**src/rtl/ifetch_pkg.sv**
```systemverilog
// Shared core constants and the fetch-buffer entry format for the instruction-fetch stage.
`default_nettype none

package ifetch_pkg;
  localparam int XLEN       = 32;
  localparam int ILEN       = 32;
  localparam int INST_BYTES = 4;
  localparam logic [ILEN-1:0] NOP = 32'h00000013;

  typedef struct packed {
    logic [XLEN-1:0] addr;
    logic [ILEN-1:0] inst;
  } fetch_entry_t;
endpackage

`default_nettype wire

```
**src/rtl/ifetch_unit_fifo.sv**
```systemverilog
// Synchronous FIFO with flush; head is read straight from storage (no bypass).
`default_nettype none

module sync_fifo #(
  parameter int WIDTH = 32,
  parameter int DEPTH = 2
) (
  input  logic                     clk,
  input  logic                     rst,
  input  logic                     i_flush,
  input  logic                     i_push,
  input  logic                     i_pop,
  input  logic [WIDTH-1:0]         i_wdata,
  output logic [WIDTH-1:0]         o_rdata,
  output logic [$clog2(DEPTH):0]   o_count
);
  localparam int AW = $clog2(DEPTH);
  localparam logic [AW:0]   C_FULL = (AW+1)'(DEPTH);
  localparam logic [AW-1:0] C_LAST = AW'(DEPTH - 1);

  logic [WIDTH-1:0] r_mem [DEPTH];
  logic [AW-1:0]    r_rptr, r_wptr;
  logic [AW:0]      r_count;
  logic             w_push, w_pop;

  assign w_pop  = i_pop && (r_count != '0);
  assign w_push = i_push && ((r_count != C_FULL) || w_pop);

  // Explicit wrap keeps pointers correct for non-power-of-two depths.
  always_ff @(posedge clk or negedge rst) begin
    if (!rst) begin
      r_rptr  <= '0;
      r_wptr  <= '0;
      r_count <= '0;
    end else if (i_flush) begin
      r_rptr  <= '0;
      r_wptr  <= '0;
      r_count <= '0;
    end else begin
      if (w_push) r_wptr <= (r_wptr == C_LAST) ? '0 : r_wptr + AW'(1);
      if (w_pop)  r_rptr <= (r_rptr == C_LAST) ? '0 : r_rptr + AW'(1);
      r_count <= r_count + (AW+1)'(w_push) - (AW+1)'(w_pop);
    end
  end

  always_ff @(posedge clk) begin
    if (w_push && !i_flush) r_mem[r_wptr] <= i_wdata;
  end

  assign o_rdata = r_mem[r_rptr];
  assign o_count = r_count;
endmodule

`default_nettype wire

```
**src/rtl/ifetch_unit.sv**
```systemverilog
// Instruction fetch: credit-limited req/gnt issue from pc_i, in-order response
// tracking, stale-response dropping after jumps, and a decode-facing buffer.
`default_nettype none

module ifetch_unit
  import ifetch_pkg::*;
#(
  parameter int FIFO_DEPTH      = 2,
  parameter int MAX_OUTSTANDING = 2
) (
  input  logic            clk,
  input  logic            rst,
  input  logic [XLEN-1:0] pc_i,
  input  logic            jump_en_i,
  output logic            hold_o,
  output logic            imem_req_o,
  output logic [XLEN-1:0] imem_addr_o,
  input  logic            imem_gnt_i,
  input  logic            imem_rvalid_i,
  input  logic [ILEN-1:0] imem_rdata_i,
  output logic            inst_valid_o,
  output logic [ILEN-1:0] inst_o,
  output logic [XLEN-1:0] inst_addr_o,
  input  logic            inst_ready_i
);
  localparam int OW = $clog2(MAX_OUTSTANDING) + 1;
  localparam int CW = $clog2(FIFO_DEPTH) + 1;

  logic [OW-1:0]      w_outstanding, w_out_next, r_drop, w_drop_next;
  logic [CW-1:0]      w_count;
  logic [XLEN-1:0]    w_rsp_addr;
  logic [$bits(fetch_entry_t)-1:0] w_head_raw;
  fetch_entry_t       w_head, w_push_entry;
  logic               w_pop, w_issue, w_keep, w_credit_ok;
  int                 w_inflight, w_buffered;

  assign w_pop = inst_valid_o && inst_ready_i;

  // Words already owed to the buffer plus words staying in it must fit.
  always_comb begin
    w_inflight  = 32'(w_outstanding) - 32'(r_drop);
    w_buffered  = 32'(w_count) - 32'(w_pop);
    w_credit_ok = ((w_inflight + w_buffered) < FIFO_DEPTH) &&
                  (32'(w_outstanding) < MAX_OUTSTANDING);
  end

  assign imem_req_o  = w_credit_ok && !jump_en_i && rst;
  assign imem_addr_o = pc_i;
  assign w_issue     = imem_req_o && imem_gnt_i;
  assign hold_o      = !w_issue || jump_en_i;

  assign w_out_next = w_outstanding + OW'(w_issue) - OW'(imem_rvalid_i);
  assign w_keep     = imem_rvalid_i && (r_drop == '0) && !jump_en_i;

  always_comb begin
    w_drop_next = r_drop;
    if (jump_en_i)
      w_drop_next = w_out_next;
    else if (imem_rvalid_i && (r_drop != '0))
      w_drop_next = r_drop - OW'(1);
  end

  always_ff @(posedge clk or negedge rst) begin
    if (!rst) r_drop <= '0;
    else      r_drop <= w_drop_next;
  end

  // The address queue occupancy doubles as the outstanding-request count.
  sync_fifo #(.WIDTH(XLEN), .DEPTH(MAX_OUTSTANDING)) u_addr_q (
    .clk     (clk),
    .rst     (rst),
    .i_flush (1'b0),
    .i_push  (w_issue),
    .i_pop   (imem_rvalid_i),
    .i_wdata (pc_i),
    .o_rdata (w_rsp_addr),
    .o_count (w_outstanding)
  );

  assign w_push_entry = '{addr: w_rsp_addr, inst: imem_rdata_i};

  sync_fifo #(.WIDTH($bits(fetch_entry_t)), .DEPTH(FIFO_DEPTH)) u_inst_q (
    .clk     (clk),
    .rst     (rst),
    .i_flush (jump_en_i),
    .i_push  (w_keep),
    .i_pop   (w_pop),
    .i_wdata (w_push_entry),
    .o_rdata (w_head_raw),
    .o_count (w_count)
  );

  assign w_head       = w_head_raw;
  assign inst_valid_o = (w_count != '0);
  assign inst_o       = inst_valid_o ? w_head.inst : '0;
  assign inst_addr_o  = inst_valid_o ? w_head.addr : '0;
endmodule

`default_nettype wire

```
**config.mk**
```make
export PLATFORM = sky130hd
export DESIGN_NAME = ifetch_unit
export DESIGN_NICKNAME = d
export VERILOG_FILES = /design/src/rtl/ifetch_pkg.sv /design/src/rtl/ifetch_unit_fifo.sv /design/src/rtl/ifetch_unit.sv
export SDC_FILE = /design/constraint.sdc
export NUM_CORES = 1
export LEC_CHECK = 0
export BUFFER_PORTS_ARGS = -buffer_cell sky130_fd_sc_hd__buf_2
export CAP_MARGIN = 10
export CORE_ASPECT_RATIO = 1.1
export CORE_UTILIZATION = 45
export CTS_CLUSTER_SIZE = 10
export DETAILED_ROUTE_END_ITERATION = 10
export GPL_TIMING_DRIVEN = 0
export PLACE_DENSITY = 0.68
export SYNTH_ARGS = -nofsm -noshare
export SYNTH_HDL_FRONTEND = slang
export SYNTH_SLANG_ARGS = --single-unit
export TNS_END_PERCENT = 50
```
**constraint.sdc**
```tcl
create_clock -name clk -period 11.4 [get_ports clk]
set_input_delay 1.71 -clock clk [delete_from_list [all_inputs] [get_ports clk]]
set_output_delay 1.71 -clock clk [all_outputs]
set_load 0.03 [all_outputs]
```
==> results of run 1 <==
cells by family (layout without fill, tap and decap cells):
| logic type | after synthesis | count (layout) | synth area share, % |
|---|---|---|---|
| AND/OR/NAND/NOR | 90 | 90 | 4.770 |
| flip-flops | 202 | 202 | 73.98 |
| adder cells (fa/ha/maj) | 14 | 14 | 2.339 |
| XOR/XNOR | 10 | 10 | 1.170 |
| multiplexers | 96 | 96 | 12.31 |
| AO/OA/AOI/OAI | 7 | 7 | 0.7386 |
| buffers and inverters | 66 | 270 | 4.693 |
worst max-delay path: cells and delay by family:
| kind | cells | cell delay [ns] |
|---|---|---|
| adder cells (fa/ha/maj) | 2 | 0.80 |
| AND/OR/NAND/NOR | 4 | 0.82 |
| AO/OA/AOI/OAI | 1 | 0.14 |
| buffers and inverters | 3 | 0.34 |
final cells by class:
type / instances / share of cell area (%)
well taps: 238 / 2.982
clock buffers: 31 / 6.278
inverters: 14 / 0.5263
repair buffers: 170 / 8.897
clock inverters: 3 / 0.2757
flip-flops and latches: 202 / 60.25
plain buffers: 52 / 3.296
multi-input cells: 217 / 17.49
metal layers:
metal / wire, um / track usage (%) / vias up
met4: 344 / 5.998 / 0
met1: 5920 / 18.41 / 2147
met2: 7831 / 29.65 / 151
li1: - / - / 2125
met5: 0 / 0 / -
met3: 881 / 2.922 / 24
synth_stat cells:
cell type and number:
and2_1 3, mux2_2 32, o311a_4 1, nor3b_1 2, edfxtp_1 192, nor2b_1 1
nor4_1 1, a21oi_1 1, buf_2 11, nand2b_1 2, o21a_1 1, mux2i_1 64
nor3_4 1, nor2_1 71, and2_2 1, inv_2 1, xor2_1 1, nand2_1 5
xnor2_2 1, a211oi_1 1, dfrtp_1 10, fa_1 2, clkbuf_1 4, buf_1 5
a211o_1 1, inv_1 13, or2_2 2, xnor2_1 8, buf_4 32, ha_1 12
o21ai_0 2, and2b_1 1
through the flow:
stage	hold WS [ns]	std cells	worst slack (ns)	utilization, %	power [W]
after floorplan	0.4877	485	5.596	-	0.001680
after global placement	0.5012	891	5.055	52.45	0.001933
after detailed placement	0.5482	893	5.871	52.79	0.001973
after CTS	0.5605	927	5.856	56.49	0.002625
after global routing	0.5720	927	5.763	56.49	0.002727
final	0.5586	927	5.880	56.49	0.002583
worst max-delay path by stage:
stage | from | to | slack (ns) | cells after the start
global route | inst_ready_i | hold_o | 5.76 | 10
CTS | inst_ready_i | hold_o | 5.86 | 10
detailed placement | inst_ready_i | hold_o | 5.87 | 10
floorplan | inst_ready_i | imem_req_o | 5.60 | 7
finish | inst_ready_i | hold_o | 5.88 | 10
global placement | inst_ready_i | u_addr_q.r_mem[0][6]$_DFFE_PP_ | 5.06 | 10
power breakdown:
part | internal (W) | total, W | switching, W | leakage [nW]
registers | 0.000923 | 0.000947 | 0.0000248 | 1.86
logic | 0.000337 | 0.000991 | 0.000654 | 1.65
clock network | 0.000381 | 0.000644 | 0.000263 | 0.313
total | 0.00164 | 0.00258 | 0.000943 | 3.82
state kept, by name (all words and copies together) (netlist names):
register	flops
u_addr_q.r_wptr	1
u_addr_q.r_rptr	1
u_addr_q.o_count	2
u_addr_q.r_mem	64
u_inst_q.r_wptr	1
u_inst_q.r_mem	128
r_drop	2
u_inst_q.o_count	2
u_inst_q.r_rptr	1
==> results by group, run 1 <==
Min path
  • Worst hold stages: 1
  • Worst Hold Class: flop to flop
  • Hold worst-path end: u_inst_q.r_mem[1][60]$_DFFE_PP_
  • Hold Startpoint: u_addr_q.r_mem[0][28]$_DFFE_PP_

CTS
  • CTS buffer count: 24
  • CTS resizes: 0
  • Clock root cell: clkbuf_16
  • TritonCTS Sinks: 202
  • Post-CTS Hold Buffers: 0
  • CTS tree: built
  • Worst-path clk slew: 0.05 ns
  • Clock Latency Late Sink: 0.50 ns
  • Clock Path Buffers: 3
  • H-tree levels: 1
  • Setup bufs post-CTS: 0

Floorplanning
  • FP Rows: 51
  • Initial Utilization: 46.00%
  • Die height: 143.0 um
  • Ports: 169
  • Die area: 18610 sq um
  • Placeable Area: 17680 sq um
  • Chip width: 130.2 um

Setup path
  • Slowest stage delay, CP: 0.52 ns
  • Crit. End Element: primary output
  • Data arrival, critical path: 3.81 ns
  • Most frequent CP cell: buf_2
  • RR Startpoint: u_inst_q.o_count[1]$_DFF_PN0_
  • CP Max Fanout: 4
  • Worst path cell trace: buf_2 -> and2_1 -> ha_1 -> or2_2 -> fa_1 -> a211o_1 -> nand2_1 -> nor3_4 -> inv_1 -> buf_2
  • Worst reg2reg setup slack: 7.85 ns
  • FF-to-FF End: u_addr_q.r_mem[1][25]$_DFFE_PP_
  • Setup CP Type: primary input to primary output
  • Max stage delay cell, worst path: fa_1
  • Startpoint types: primary input
  • R2R cell count: 10
  • Data required time of the worst path: 9.69 ns

Timing
  • Max Fclk: 0.1812 GHz
  • # setup viols final: 0
  • Slew Viols, Final: 0
  • Final Skew: 0.01310 ns
  • RSZ-0062 raised after global routing: no
  • Max transition margin: 37.95%
  • Hold violation count in the final report: 0
  • Setup TNS: 0 ns
  • Worst Tran Pin Value: 0.9307 ns
  • Fin crit share: 48.42%
  • Tmin final: 5.520 ns

Power
  • Peak supply drop: 0.0001495 V
  • Power per cell area: 258.7 nW/um^2
  • LEAKAGE: 3.822 nW

Place
  • Post-DP HPWL: 10.08 mm
  • Placed Area: 9330 sq um
  • I/O Buffers: 168
  • GPL Wtd Cong: 0.7330

GRT
  • GR Overflow Total: 0
  • Pin count of the biggest net entering global routing: 65
  • First-pass GRT wire length: 22.78 mm
  • Vias in the first global route: 4578
  • Total global-route track usage: 16.11%
  • Initial antenna violation count: 0

Finish
  • Nets@finish: 765
  • Commonest non-fill, non-tap cell in the layout: edfxtp_1
  • Ant diodes: 0
  • Synthesis-to-finish area growth: 22.79%
  • FF/Latch Area: 6016 sq um
  • Final instance area: 9985 sq um
  • Most frequent cells in the layout: 192 x edfxtp_1, 179 x buf_2, 70 x nor2_1
  • Multi-input gate area: 1747 sq um
  • Filler cell count: 1470
  • Share of layout cells above drive strength 1: 40.78%

Route
  • Via-to-Cell Ratio: 4.797
  • Routed wire length: 14.98 mm
  • Initial DRC count: 139
  • DR WL/cell: 16.16 um
  • Vias: 4447
  • DRC Markers: 0
  • DR pass1 iterations: 4
  • ANT nets after route: 0

Synthesis
  • Avg Synthesized Cell Area: 16.77 sq um
  • Distinct cell type count after synthesis: 32
  • Seq cells post-synth: 202
  • Mapped Nets: 569
  • Ys Warns: 0
  • Synth area leaders: edfxtp_1 71%, mux2i_1 7.9%, mux2_2 4.4%
  • Post-synth top area share: 70.90%
  • Post-Synthesis Cells: 485
  • Post-synth top area cell: edfxtp_1
  • Seq/Total Area, Yosys: 73.98%
  • Cell Area, Synth: 8132 sq um

Job
  • Max-Cap Viols: 0

Run status
  • Status: complete, no violations
Power figures use the tool's default switching activity.
==> inputs of run 2 (changes only) <==
Settings changed: PLACE_DENSITY 0.68 to 0.7.
Clock period 11.4 ns to 4.62 ns, I/O delays scaled along.
==> run 2 against run 1 <==
  * Clock power increased to 2.6 times the previous value
  * Die area stayed put
  * First-iteration DRC count is 25% higher
==> results by group, run 2 (synthesis gave the netlist of run 1 again) <==
Power
  • Clock share of power: 26.0%
  • PnR Total Power: 0.006465 W
  • Switching power: 0.002329 W
  • LEAKAGE: 3.845 nW
  • Net Sw Frac: 36.03%
  • Internal Pwr Total: 0.004136 W
  • Comb pwr share: 37.9%
  • Flop pwr share: 36.1%
  • Peak supply drop: 0.0003041 V
  • Power per cell area: 644.8 nW/um^2

GRT
  • Vias in the first global route: 4597
  • Initial antenna violation count: 0
  • First-pass GRT wire length: 22.45 mm
  • GR Overflow Total: 0
  • Pin count of the biggest net entering global routing: 65
  • Total global-route track usage: 15.91%

Route
  • Vias: 4481
  • DR WL/cell: 16.08 um
  • ANT nets after route: 0
  • Routed wire length: 14.92 mm
  • DRC Markers: 0
  • Initial DRC count: 174
  • DR pass1 iterations: 4
  • Via-to-Cell Ratio: 4.829

Timing
  • Hold violation count in the final report: 0
  • Fin crit share: 85.55%
  • Worst Tran Pin Value: 0.9323 ns
  • Max Fclk: 0.2530 GHz
  • Max transition margin: 37.85%
  • RSZ-0062 raised after global routing: no
  • # setup viols final: 0
  • Slew Viols, Final: 0
  • Tmin final: 3.952 ns
  • Hold slack: 0.06592 ns
  • Final Skew: 0.007894 ns

CTS
  • Worst-path clk slew: 0.05 ns
  • CTS tree: built
  • Setup bufs post-CTS: 0
  • Clock root cell: clkbuf_16
  • H-tree levels: 1
  • Post-CTS Hold Buffers: 0
  • CTS resizes: 0
  • TritonCTS Sinks: 202
  • Clock Latency Late Sink: 0.49 ns
  • CTS buffer count: 24
  • Clock Path Buffers: 3

Setup path
  • Data required time of the worst path: 3.93 ns
  • Data arrival, critical path: 3.26 ns
  • Setup CP Type: flop to primary output
  • Crit. End Element: primary output
  • Startpoint types: flop
  • CP Max Fanout: 3

Place
  • GPL Wtd Cong: 0.7739
  • Dpl cells: 893
  • I/O Buffers: 168
  • Post-DP HPWL: 9.900 mm
  • Placed Area: 9338 sq um

Floorplanning
  • Ports: 169
  • FP Rows: 51
  • Die height: 143.0 um
  • Placeable Area: 17680 sq um
  • Chip width: 130.2 um
  • Die area: 18610 sq um
  • Initial Utilization: 46.00%

Finish
  • Nets@finish: 765
  • Top reg by flops: u_inst_q.r_mem
  • Max reg flops: 128
  • Biggest regs: u_inst_q.r_mem (128), u_addr_q.r_mem (64)
  • Most frequent cells in the layout: 192 x edfxtp_1, 179 x buf_2, 70 x nor2_1
  • Ant diodes: 0
  • Final instance area: 10030 sq um
  • Commonest non-fill, non-tap cell in the layout: edfxtp_1
  • Synthesis-to-finish area growth: 23.31%
  • Share of layout cells above drive strength 1: 40.72%
  • Post-route insts no fill: 928

Min path
  • Worst Hold Class: primary input to asynchronous set/reset pin

Run status
  • Status: complete, no violations

Job
  • Max-Cap Viols: 0
## run 2: layer usage
metal  vias to the layer above  share of wire (%)  GRT usage (%)
li1                       2115                  -              -
met1                      2190                 39          17.44
met2                       145                 54          30.04
met3                        31                5.1          2.848
met4                         0                2.3          6.120
met5                         -                  0              0
## run 2: through the flow
stage | utilization [%] | setup slack, ns | setup TNS (ns)
2_1_floorplan | - | 0.3820 | 0
3_3_place_gp | 52.45 | -0.6234 | -19.90
3_5_place_dp | 52.83 | 0.8273 | 0
4_1_cts | 56.73 | 0.6663 | 0
5_1_grt | 56.73 | 0.5612 | 0
6_report | 56.73 | 0.6677 | 0
## run 2: layout make-up
| type | count | area, sq um |
|---|---|---|
| tap | 238 | 297.8 |
| clock inverter | 2 | 33.78 |
| timing repair buffer | 170 | 895.9 |
| fill | 1410 | 7649 |
| buffer | 52 | 329.1 |
| inverter | 14 | 52.55 |
| sequential | 202 | 6016 |
| clock buffer | 33 | 655.6 |
| multi-input combinational | 217 | 1747 |
## run 2: path summary, 6_finish.rpt
path                       slack, ns                              end                       startpoint  cells past startpoint
hold reg to reg                 0.55  u_inst_q.r_mem[1][62]$_DFFE_PP_  u_addr_q.r_mem[0][30]$_DFFE_PP_                      1
min in group clk                0.39  u_inst_q.r_mem[1][23]$_DFFE_PP_                 imem_rdata_i[23]                      1
setup reg to reg                0.99            r_drop[1]$_DFFE_PN0P_    u_inst_q.o_count[1]$_DFF_PN0_                     17
hold / removal                  0.07    u_inst_q.o_count[1]$_DFF_PN0_                              rst                      1
setup / recovery                0.67                       imem_req_o    u_inst_q.o_count[1]$_DFF_PN0_                     10
max in group asynchronous       4.33    u_addr_q.o_count[0]$_DFF_PN0_                              rst                      1
## run 2: critical path, stage by stage (launching register included)
cell and delay [ns]:
dfrtp_1 0.41, nor2_1 0.15, inv_1 0.07, and2_1 0.18, ha_1 0.29, or2_2 0.31, fa_1 0.51, nand2b_1 0.08
o311a_4 0.14, nor4_1 0.35, buf_2 0.27
## run 2: power by group through the flow
stage / Combinational [W] / Sequential (W) / Clock, W
2_1_floorplan: 0.00179 / 0.00236 / 0
3_3_place_gp: 0.00240 / 0.00237 / 0
3_5_place_dp: 0.00249 / 0.00237 / 0
4_1_cts: 0.00250 / 0.00234 / 0.00172
5_1_grt: 0.00267 / 0.00235 / 0.00179
6_report: 0.00245 / 0.00234 / 0.00168
